$ cat src/rtl/imem_boot_loader_if.sv
// Boot loader bus bundle: inbound byte stream, instruction RAM write port, CPU hold and status.
// The slave modport is the loader; the master modport is the stream source / RAM side.
interface imem_boot_loader_if #(
  parameter int unsigned ADDR_W = 11
);
  logic [7:0]        s_byte;
  logic              s_valid;
  logic              s_ready;
  logic              mem_we;
  logic [ADDR_W-1:0] mem_addr;
  logic [31:0]       mem_wdata;
  logic              cpu_hold;
  logic              done;
  logic              error;

  modport master (
    output s_byte, s_valid,
    input  s_ready, mem_we, mem_addr, mem_wdata, cpu_hold, done, error
  );

  modport slave (
    input  s_byte, s_valid,
    output s_ready, mem_we, mem_addr, mem_wdata, cpu_hold, done, error
  );
endinterface

$ cat src/rtl/imem_boot_loader.sv
// Framed byte-stream loader: 32-bit LE count, N LE payload words, XOR checksum byte.
// Writes words to instruction RAM at consecutive addresses, then releases the CPU.
module imem_boot_loader #(
  parameter int unsigned ADDR_W    = 11,
  parameter int unsigned MAX_WORDS = 2048
) (
  input  logic             clk_in,
  input  logic             reset,
  imem_boot_loader_if.slave bus
);
  localparam int unsigned CNT_W = $clog2(MAX_WORDS + 1);

  typedef enum logic [2:0] {
    S_HDR,
    S_LOAD,
    S_CHK,
    S_DONE,
    S_ERROR
  } state_e;

  state_e            state_q, state_d;
  logic [1:0]        idx_q, idx_d;
  logic [31:0]       len_q, len_d;
  logic [CNT_W-1:0]  wcnt_q, wcnt_d;
  logic [7:0]        xsum_q, xsum_d;
  logic [31:0]       asm_q, asm_d;
  logic              s_ready_q, s_ready_d;
  logic              mem_we_q, mem_we_d;
  logic [ADDR_W-1:0] mem_addr_q, mem_addr_d;
  logic [31:0]       mem_wdata_q, mem_wdata_d;
  logic              cpu_hold_q, cpu_hold_d;
  logic              done_q, done_d;
  logic              error_q, error_d;

  logic              take;
  logic [31:0]       len_full;

  assign take     = bus.s_valid && s_ready_q;
  // Bytes arrive LSB first, so shifting in from the top leaves byte 0 at [7:0].
  assign len_full = {bus.s_byte, len_q[31:8]};

  always_comb begin
    state_d     = state_q;
    idx_d       = idx_q;
    len_d       = len_q;
    wcnt_d      = wcnt_q;
    xsum_d      = xsum_q;
    asm_d       = asm_q;
    mem_we_d    = 1'b0;
    mem_addr_d  = mem_addr_q;
    mem_wdata_d = mem_wdata_q;

    case (state_q)
      S_HDR: begin
        if (take) begin
          len_d = len_full;
          idx_d = idx_q + 2'd1;
          if (idx_q == 2'd3) begin
            if (len_full > 32'(MAX_WORDS)) state_d = S_ERROR;
            else if (len_full == '0)       state_d = S_CHK;
            else                           state_d = S_LOAD;
          end
        end
      end
      S_LOAD: begin
        if (take) begin
          asm_d  = {bus.s_byte, asm_q[31:8]};
          xsum_d = xsum_q ^ bus.s_byte;
          idx_d  = idx_q + 2'd1;
          if (idx_q == 2'd3) begin
            mem_we_d    = 1'b1;
            mem_addr_d  = ADDR_W'(wcnt_q);
            mem_wdata_d = asm_d;
            wcnt_d      = wcnt_q + CNT_W'(1);
            if (32'(wcnt_d) == len_q) state_d = S_CHK;
          end
        end
      end
      S_CHK: begin
        if (take) state_d = (bus.s_byte == xsum_q) ? S_DONE : S_ERROR;
      end
      default: ;
    endcase

    // Registered outputs are derived from the next state so they line up with it.
    s_ready_d  = (state_d == S_HDR || state_d == S_LOAD || state_d == S_CHK) && !mem_we_d;
    cpu_hold_d = (state_d != S_DONE);
    done_d     = (state_d == S_DONE);
    error_d    = (state_d == S_ERROR);
  end

  always_ff @(posedge clk_in or negedge reset) begin
    if (!reset) begin
      state_q     <= S_HDR;
      idx_q       <= '0;
      len_q       <= '0;
      wcnt_q      <= '0;
      xsum_q      <= '0;
      asm_q       <= '0;
      s_ready_q   <= 1'b0;
      mem_we_q    <= 1'b0;
      mem_addr_q  <= '0;
      mem_wdata_q <= '0;
      cpu_hold_q  <= 1'b1;
      done_q      <= 1'b0;
      error_q     <= 1'b0;
    end else begin
      state_q     <= state_d;
      idx_q       <= idx_d;
      len_q       <= len_d;
      wcnt_q      <= wcnt_d;
      xsum_q      <= xsum_d;
      asm_q       <= asm_d;
      s_ready_q   <= s_ready_d;
      mem_we_q    <= mem_we_d;
      mem_addr_q  <= mem_addr_d;
      mem_wdata_q <= mem_wdata_d;
      cpu_hold_q  <= cpu_hold_d;
      done_q      <= done_d;
      error_q     <= error_d;
    end
  end

  assign bus.s_ready   = s_ready_q;
  assign bus.mem_we    = mem_we_q;
  assign bus.mem_addr  = mem_addr_q;
  assign bus.mem_wdata = mem_wdata_q;
  assign bus.cpu_hold  = cpu_hold_q;
  assign bus.done      = done_q;
  assign bus.error     = error_q;
endmodule
$ cat src/flat_wrapper.sv
// flat-port wrapper written by rule: the top's interface ports become plain ports
module imem_boot_loader_flat 
#(
  parameter int unsigned ADDR_W    = 11,
  parameter int unsigned MAX_WORDS = 2048
)
  (clk_in, reset, bus_s_byte, bus_s_valid, bus_s_ready, bus_mem_we, bus_mem_addr, bus_mem_wdata, bus_cpu_hold, bus_done, bus_error);
  imem_boot_loader_if #(.ADDR_W(ADDR_W)) bus_i ();
  input  logic clk_in;
  input  logic reset;
  input wire logic [$bits(bus_i.s_byte)-1:0] bus_s_byte;
  input wire logic [$bits(bus_i.s_valid)-1:0] bus_s_valid;
  output wire logic [$bits(bus_i.s_ready)-1:0] bus_s_ready;
  output wire logic [$bits(bus_i.mem_we)-1:0] bus_mem_we;
  output wire logic [$bits(bus_i.mem_addr)-1:0] bus_mem_addr;
  output wire logic [$bits(bus_i.mem_wdata)-1:0] bus_mem_wdata;
  output wire logic [$bits(bus_i.cpu_hold)-1:0] bus_cpu_hold;
  output wire logic [$bits(bus_i.done)-1:0] bus_done;
  output wire logic [$bits(bus_i.error)-1:0] bus_error;
  assign bus_i.s_byte = bus_s_byte;
  assign bus_i.s_valid = bus_s_valid;
  assign bus_s_ready = bus_i.s_ready;
  assign bus_mem_we = bus_i.mem_we;
  assign bus_mem_addr = bus_i.mem_addr;
  assign bus_mem_wdata = bus_i.mem_wdata;
  assign bus_cpu_hold = bus_i.cpu_hold;
  assign bus_done = bus_i.done;
  assign bus_error = bus_i.error;
  imem_boot_loader #(.ADDR_W(ADDR_W), .MAX_WORDS(MAX_WORDS)) u_core (.clk_in(clk_in), .reset(reset), .bus(bus_i));
endmodule
$ cat config.mk
export PLATFORM = sky130hd
export DESIGN_NAME = imem_boot_loader_flat
export DESIGN_NICKNAME = d
export VERILOG_FILES = /design/src/rtl/imem_boot_loader_if.sv /design/src/rtl/imem_boot_loader.sv /design/src/flat_wrapper.sv
export SDC_FILE = /design/constraint.sdc
export NUM_CORES = 1
export LEC_CHECK = 0
export ABC_AREA = 1
export CAP_MARGIN = 20
export CORE_MARGIN = 1
export CORE_UTILIZATION = 55
export DETAILED_ROUTE_END_ITERATION = 8
export PLACE_DENSITY_LB_ADDON = 0.15
export SYNTH_ARGS = -nofsm -noshare
export SYNTH_HDL_FRONTEND = slang
export SYNTH_SLANG_ARGS = --single-unit
$ cat constraint.sdc
create_clock -name clk_in -period 2.4 [get_ports clk_in]
set_clock_uncertainty 0.1 [all_clocks]
set_input_delay 0.6 -clock clk_in [delete_from_list [all_inputs] [get_ports clk_in]]
set_output_delay 0.6 -clock clk_in [all_outputs]
set_load 0.01 [all_outputs]
==> results_tabular.tex, run 1 <==
\begin{tabular}{lr}
\hline
Metric & Value \\
\hline
\multicolumn{2}{l}{\textbf{Finish}} \\
\quad Area of combinational cells with multiple inputs & 2080 sq um \\
\quad Layout fillers & 775 \\
\quad ANT cells & 0 \\
\quad Total Nets Final & 768 \\
\quad Number of non-filler instances in the completed layout & 901 \\
\quad Most common cell after layout, fill and taps aside & sky130\_fd\_sc\_hd\_\_nand2\_1 \\
\quad Sequential cell area & 3230 sq um \\
\quad Layout overhead on the synthesized area & 25.2\% \\
\quad Share of cells above drive strength 1 & 10.3\% \\
\quad Final standard cell utilization of the core & 72.1\% \\
\quad Commonest cells after routing, fill and taps aside & sky130\_fd\_sc\_hd\_\_nand2\_1 (220), sky130\_fd\_sc\_hd\_\_dfrtp\_1 (127), sky130\_fd\_sc\_hd\_\_inv\_1 (75), sky130\_fd\_sc\_hd\_\_o21ai\_0 (68), sky130\_fd\_sc\_hd\_\_clkdlybuf4s50\_1 (57) \\
\multicolumn{2}{l}{\textbf{Drt}} \\
\quad Average detailed-routed wire length per instance & 13.8 um \\
\quad Total vias in the final route & 4691 \\
\quad TritonRoute pass-1 iters & 5 \\
\quad Detailed-route DRC error count & 0 \\
\quad DR iter-0 viols & 263 \\
\quad Avg Vias per Cell & 5.21 \\
\quad Overall routed net length & 12.4 mm \\
\quad DRT antenna net count & 0 \\
\multicolumn{2}{l}{\textbf{Synth}} \\
\quad Synthesized area divided by synthesized cell count & 8.39 sq um \\
\quad Post-Synthesis Cells & 683 \\
\quad Post-Synthesis Cell Area & 5730 sq um \\
\quad Number of unique standard cell types used by synthesis & 30 \\
\quad Syn\_nets & 696 \\
\quad Register area share after synthesis & 56.4\% \\
\quad Top area cells in the synthesized netlist & sky130\_fd\_sc\_hd\_\_dfrtp\_1 (56\%), sky130\_fd\_sc\_hd\_\_nand2\_1 (14\%), sky130\_fd\_sc\_hd\_\_o21ai\_0 (5.9\%), sky130\_fd\_sc\_hd\_\_inv\_1 (4.9\%), sky130\_fd\_sc\_hd\_\_nor2\_1 (2.9\%) \\
\quad Number of flip-flops and latches in the synthesized netlist & 129 \\
\quad Post-synthesis cell type with the largest combined area & sky130\_fd\_sc\_hd\_\_dfrtp\_1 \\
\quad Number of warnings printed during yosys synthesis & 0 \\
\quad Area share of the largest cell type after synthesis & 55.9\% \\
\multicolumn{2}{l}{\textbf{Worst setup path}} \\
\quad Path type of the worst setup path & register to output pin \\
\quad Setup crit end kind & output pin \\
\quad Internal reg-to-reg setup slack & 190 ps \\
\quad Top fanout value on the critical path & 1 \\
\quad Startpoint type of the worst setup path & register \\
\quad Critical path cell sequence & clkdlybuf4s50\_1 \\
\quad Data required time of the critical path & 1700 ps \\
\quad Biggest cell delay along the critical path & 530 ps \\
\quad Cell with the biggest individual delay on the critical path & sky130\_fd\_sc\_hd\_\_clkdlybuf4s50\_1 \\
\quad Delay-heaviest family, CP & buffers and inverters \\
\quad Combined buffer and inverter count along the critical path & 1 \\
\quad Endpoint arrival time on the critical path & 1560 ps \\
\multicolumn{2}{l}{\textbf{Clocking}} \\
\quad Clock tree sinks & 129 \\
\quad CTS tree & done \\
\quad Depth of the CTS H-tree & 4 \\
\quad Post-CTS Setup Inserts & 0 \\
\quad Library cell used as clock root buffer & sky130\_fd\_sc\_hd\_\_clkbuf\_8 \\
\quad Total CTS buffers & 17 \\
\quad Clock input transition at the sequential cells of the worst setup and hold paths & 60 ps \\
\quad Clock insertion delay at the later pin of the skew report & 520 ps \\
\quad Worst-case clock buffer depth & 2 \\
\multicolumn{2}{l}{\textbf{Power and ir drop}} \\
\quad Share of total power in combinational logic & 2.0\% \\
\quad Leak Pwr & 3.47 nW \\
\quad Peak supply drop & 0.435 mV \\
\quad Switching Share & 20.7\% \\
\quad Total power after layout & 4.81 mW \\
\quad Sequential Power Share & 45.2\% \\
\quad Power spent charging and discharging nets & 0.996 mW \\
\quad Total power divided by cell area & 671 nW/um\^{}2 \\
\quad Cell internal pwr & 3.82 mW \\
\quad Clock share of power & 52.8\% \\
\multicolumn{2}{l}{\textbf{STA}} \\
\quad Final count of hold timing violations & 0 \\
\quad Final-layout setup total negative slack & 0 ps \\
\quad RSZ-0062 raised after global routing & no \\
\quad Final count of negative-setup-slack endpoints & 0 \\
\quad Fin crit share & 94.3\% \\
\quad Slew Viols, Final & 0 \\
\quad Worst-case setup margin in the final layout & 136 ps \\
\quad Transition time at the pin with the least slew margin & 384 ps \\
\quad Post-layout min period & 2260 ps \\
\quad Worst slew margin & 74.4\% \\
\quad Highest attainable clock frequency & 442 MHz \\
\multicolumn{2}{l}{\textbf{GRT}} \\
\quad Vias in the first global route & 4541 \\
\quad Wire length of the first global-routing pass & 21.5 mm \\
\quad Number of antenna violations at the first check in global routing & 0 \\
\quad Global routing usage summed across all routing layers & 25.2\% \\
\quad Pin count of the biggest net entering global routing & 63 \\
\quad GRT overflow & 0 \\
\multicolumn{2}{l}{\textbf{Die}} \\
\quad Die X-Extent & 104 um \\
\quad Placeable core region & 9950 sq um \\
\quad Starting Density & 57.6\% \\
\quad Die outline area & 10800 sq um \\
\quad Number of core rows & 36 \\
\quad Boundary Pins & 59 \\
\quad Die Ht & 104 um \\
\multicolumn{2}{l}{\textbf{Placement}} \\
\quad Placement Setup Slack & -64.7 ps \\
\quad Post-placement cell count & 868 \\
\quad Routability Congestion & 0.911 \\
\quad Port Buffer Count & 58 \\
\quad Post-detailed-placement half-perimeter wirelength & 8.66 mm \\
\multicolumn{2}{l}{\textbf{Hold path}} \\
\quad Path category of the worst min-delay check & register to register \\
\multicolumn{2}{l}{\textbf{Run}} \\
\quad Max-capacitance violation count & 0 \\
\multicolumn{2}{l}{\textbf{Status}} \\
\quad Run status & finished clean \\
\hline
\end{tabular}
==> synthesized netlist by cell type (all sizes together) <==
library cell  instances
dfstp                 1
o21bai                1
buf                  13
a21oi                 8
nand4                11
o21ai               100
nand3b                3
inv                  80
o22ai                 1
xnor2                 4
xor2                  6
ha                    2
dfrtp               128
nor2                 52
clkbuf               13
nor3                  4
nand2               222
nand3                33
nor4                  1
==> logic make-up (layout without fill, tap and decap cells) <==
| kind of cell | count (synthesis) | count (layout) | share of synthesized area (%) |
|---|---|---|---|
| AOI/OAI and AO/OA | 110 | 110 | 9.81 |
| xor gates and xnor gates | 10 | 10 | 1.53 |
| adders and majority gates | 2 | 2 | 0.437 |
| buffers and inverters | 106 | 191 | 7.29 |
| DFF | 129 | 129 | 56.4 |
| and+or+nand+nor | 326 | 326 | 24.6 |
==> layer usage <==
metal | track usage, % | vias to the layer above | part of all wire [%]
met5 | 0 | - | 0
met4 | 7.96 | 0 | 1.6
met3 | 5.89 | 16 | 4.0
met2 | 39.8 | 118 | 49
met1 | 34.7 | 2256 | 46
li1 | - | 2301 | -
==> through the flow <==
| step | cell area [sq um] | hold WS [ps] |
|---|---|---|
| 5_1_grt | 7180 | 396 |
| 2_1_floorplan | 5730 | 204 |
| 3_3_place_gp | 6570 | 354 |
| 6_report | 7180 | 366 |
| 3_5_place_dp | 6570 | 358 |
| 4_1_cts | 7170 | 373 |
==> registers in the layout (all words and copies together), names as in the netlist <==
register / count
u_core.bus.mem_wdata: 32
u_core.len_q: 32
u_core.asm_q: 24
u_core.wcnt_q: 12
u_core.bus.mem_addr: 11
u_core.xsum_q: 8
u_core.state_q: 3
u_core.idx_q: 2
u_core.bus.cpu_hold: 1
u_core.bus.done: 1
u_core.bus.error: 1
u_core.bus.mem_we: 1
u_core.bus.s_ready: 1
==> power by group through the flow <==
stage / clock, mW / sequential [mW] / combinational [mW]
2_1_floorplan: 0 / 2.22 / 0.0123
3_3_place_gp: 0 / 2.21 / 0.0977
3_5_place_dp: 0 / 2.21 / 0.0990
4_1_cts: 2.57 / 2.18 / 0.101
5_1_grt: 2.68 / 2.17 / 0.111
6_report: 2.54 / 2.18 / 0.0975
==> path summary, 6_finish.rpt <==
path,cells after the start,start,to
worst max-delay path,1,u_core.bus.cpu_hold,bus_cpu_hold
worst min-delay path,2,u_core.bus.mem_wdata[1],u_core.bus.mem_wdata[1]
worst max register to register,13,u_core.wcnt_q[1],u_core.bus.done
worst min register to register,2,u_core.bus.mem_wdata[1],u_core.bus.mem_wdata[1]
max in group asynchronous,3,reset,u_core.len_q[25]
min in group asynchronous,2,reset,u_core.bus.mem_wdata[6]
==> cell type report <==
type | count | share of cell area (%)
Timing Repair Buffer | 79 | 11.2
Clock inverter | 13 | 2.25
Tap cell | 133 | 2.32
Clock buffer | 19 | 6.02
Multi-Input combinational cell | 448 | 29.0
Sequential cell | 129 | 45.0
Inverter | 80 | 4.18
==> timing repair <==
| action | 4_1_cts | 5_1_grt |
|---|---|---|
| resized for setup | 0 | 2 |
| endpoints found under the setup margin | 0 | 4 |
| endpoints found under the hold margin | 26 | 0 |
| hold buffers | 1 | 0 |
Power figures use the tool's default switching activity.
==> inputs of run 2 (changes only) <==
--- a/config.mk
+++ b/config.mk
@@ -9,6 +9,7 @@
 export CAP_MARGIN = 20
 export CORE_MARGIN = 1
 export CORE_UTILIZATION = 55
+export CTS_CLUSTER_DIAMETER = 60
 export DETAILED_ROUTE_END_ITERATION = 8
 export PLACE_DENSITY_LB_ADDON = 0.15
 export SYNTH_ARGS = -nofsm -noshare
==> results of run 2 <==
The final DEF is identical to that of run 1; final timing and power are the same.
==> inputs of run 3 (changes only) <==
--- a/config.mk
+++ b/config.mk
@@ -8,7 +8,7 @@
 export ABC_AREA = 1
 export CAP_MARGIN = 20
 export CORE_MARGIN = 1
-export CORE_UTILIZATION = 55
+export CORE_UTILIZATION = 57
 export CTS_CLUSTER_DIAMETER = 60
 export DETAILED_ROUTE_END_ITERATION = 8
 export PLACE_DENSITY_LB_ADDON = 0.15
==> results_tabular.tex, run 3 (same netlist as run 1, synthesis figures left out) <==
\begin{tabular}{lr}
\hline
Metric & Value \\
\hline
\multicolumn{2}{l}{\textbf{STA}} \\
\quad Fin crit share & 93.6\% \\
\quad Worst slew margin & 68.3\% \\
\quad RSZ-0062 raised after global routing & no \\
\quad Slew Viols, Final & 0 \\
\quad Final count of negative-setup-slack endpoints & 0 \\
\quad Post-layout min period & 2250 ps \\
\quad WHS & 370 ps \\
\quad Transition time at the pin with the least slew margin & 475 ps \\
\quad Final count of hold timing violations & 0 \\
\quad Highest attainable clock frequency & 445 MHz \\
\multicolumn{2}{l}{\textbf{GRT}} \\
\quad Pin count of the biggest net entering global routing & 65 \\
\quad GR peak layer & met2 \\
\quad Met2 layer usage reported by global route & 44.8\% \\
\quad GRT overflow & 0 \\
\quad Met3 track utilization from global routing & 6.29\% \\
\quad Number of antenna violations at the first check in global routing & 0 \\
\quad Global routing usage summed across all routing layers & 27.1\% \\
\quad Vias in the first global route & 4506 \\
\quad Met1 demand-to-capacity share in global routing & 35.3\% \\
\quad Wire length of the first global-routing pass & 21.4 mm \\
\multicolumn{2}{l}{\textbf{Power and ir drop}} \\
\quad Total power divided by cell area & 660 nW/um\^{}2 \\
\quad Leak Pwr & 3.47 nW \\
\quad Peak supply drop & 0.540 mV \\
\quad Total power after layout & 4.73 mW \\
\multicolumn{2}{l}{\textbf{Finish}} \\
\quad Total Nets Final & 769 \\
\quad ANT cells & 0 \\
\quad Layout overhead on the synthesized area & 25.2\% \\
\quad Share of cells above drive strength 1 & 10.4\% \\
\quad Commonest cells after routing, fill and taps aside & sky130\_fd\_sc\_hd\_\_nand2\_1 (220), sky130\_fd\_sc\_hd\_\_dfrtp\_1 (127), sky130\_fd\_sc\_hd\_\_inv\_1 (75), sky130\_fd\_sc\_hd\_\_o21ai\_0 (68), sky130\_fd\_sc\_hd\_\_clkdlybuf4s50\_1 (57) \\
\quad Post-route standard cell area excluding fillers & 7170 sq um \\
\quad Most common cell after layout, fill and taps aside & sky130\_fd\_sc\_hd\_\_nand2\_1 \\
\multicolumn{2}{l}{\textbf{Worst setup path}} \\
\quad Startpoint type of the worst setup path & register \\
\quad Path type of the worst setup path & register to output pin \\
\quad Biggest cell delay along the critical path & 520 ps \\
\quad Critical path cell sequence & clkdlybuf4s50\_1 \\
\quad Combined buffer and inverter count along the critical path & 1 \\
\quad Top fanout value on the critical path & 1 \\
\quad Delay-heaviest family, CP & buffers and inverters \\
\quad Endpoint arrival time on the critical path & 1550 ps \\
\quad Data required time of the critical path & 1700 ps \\
\quad Worst r2r path cells & 13 \\
\quad Startpoint of the lowest-slack register-to-register path & u\_core.wcnt\_q[1] \\
\quad Setup crit end kind & output pin \\
\quad Cell with the biggest individual delay on the critical path & sky130\_fd\_sc\_hd\_\_clkdlybuf4s50\_1 \\
\quad Number of stages on the worst setup path & 1 \\
\quad Crit path from & u\_core.bus.cpu\_hold \\
\multicolumn{2}{l}{\textbf{Hold path}} \\
\quad Path category of the worst min-delay check & register to register \\
\quad Start point of the worst hold path & u\_core.bus.mem\_addr[1] \\
\quad Cell depth of the worst min-delay path & 2 \\
\multicolumn{2}{l}{\textbf{Run}} \\
\quad Max-capacitance violation count & 0 \\
\multicolumn{2}{l}{\textbf{Drt}} \\
\quad Total vias in the final route & 4686 \\
\quad DRT antenna net count & 0 \\
\quad DR iter-0 viols & 253 \\
\quad TritonRoute pass-1 iters & 5 \\
\quad Overall routed net length & 12.9 mm \\
\quad Avg Vias per Cell & 5.20 \\
\quad Average detailed-routed wire length per instance & 14.3 um \\
\quad Detailed-route DRC error count & 0 \\
\multicolumn{2}{l}{\textbf{Placement}} \\
\quad Placed cell areas & 6590 sq um \\
\quad Post-detailed-placement half-perimeter wirelength & 8.73 mm \\
\quad Port Buffer Count & 58 \\
\quad Routability Congestion & 0.887 \\
\multicolumn{2}{l}{\textbf{Die}} \\
\quad Starting Density & 58.6\% \\
\quad Number of core rows & 36 \\
\quad Die outline area & 10500 sq um \\
\quad Die Ht & 102 um \\
\quad Boundary Pins & 59 \\
\quad Placeable core region & 9770 sq um \\
\quad Die X-Extent & 102 um \\
\multicolumn{2}{l}{\textbf{Clocking}} \\
\quad Clock insertion delay at the later pin of the skew report & 520 ps \\
\quad Library cell used as clock root buffer & sky130\_fd\_sc\_hd\_\_clkbuf\_8 \\
\quad Worst-case clock buffer depth & 2 \\
\quad Total CTS buffers & 17 \\
\quad Clock tree sinks & 129 \\
\quad Clock input transition at the sequential cells of the worst setup and hold paths & 60 ps \\
\quad Depth of the CTS H-tree & 4 \\
\quad CTS tree & done \\
\multicolumn{2}{l}{\textbf{Status}} \\
\quad Run status & finished clean \\
\hline
\end{tabular}
==> run 3: final timing paths <==
kind	to	slack, ps
setup reg to reg	u_core.bus.error	240
hold / removal	u_core.bus.mem_addr[1]	370
hold reg to reg	u_core.bus.mem_addr[1]	370
min in group asynchronous	u_core.bus.mem_wdata[1]	480
setup / recovery	bus_cpu_hold	150
max in group asynchronous	u_core.bus.cpu_hold	1070
==> run 3: report_power, final <==
group          internal [mW]  switching [mW]  total, mW
Combinational         0.0363          0.0632     0.0995
Sequential              2.18               0       2.18
Clock                   1.50           0.956       2.46
Total                   3.71            1.02       4.73
==> run 3: repair_timing <==
item	in CTS	in global routing
hold buffers	1	0
hold endpoints to repair	34	0
setup buffers	0	0
setup endpoints to repair	0	3
gates resized for setup	0	2
==> run 3: area by class of cell <==
| type | count | area (sq um) |
|---|---|---|
| timing repair buffer | 80 | 821 |
| tap | 133 | 166 |
| sequential | 129 | 3230 |
| multi-input combinational | 448 | 2080 |
| clock inverter | 13 | 139 |
| clock buffer | 19 | 432 |
| fill | 752 | 2600 |
| inverter | 80 | 300 |
==> run 3: stage by stage <==
stage                     instances  utilization (%)  setup WS, ps  setup TNS [ps]
after floorplan                 683                -           493               0
after global placement          869             67.4         -35.6           -35.6
after detailed placement        869             67.4          -116            -914
after CTS                       902             73.3           136               0
after global routing            902             73.4          71.1               0
final                           902             73.4           153               0
==> run 3: metal layers <==
metal	part of all wire (%)	routed length [um]	vias up
li1	-	-	2307
met1	45	5850	2241
met2	49	6300	118
met3	4.0	520	20
met4	1.7	223	0
met5	0	0	-
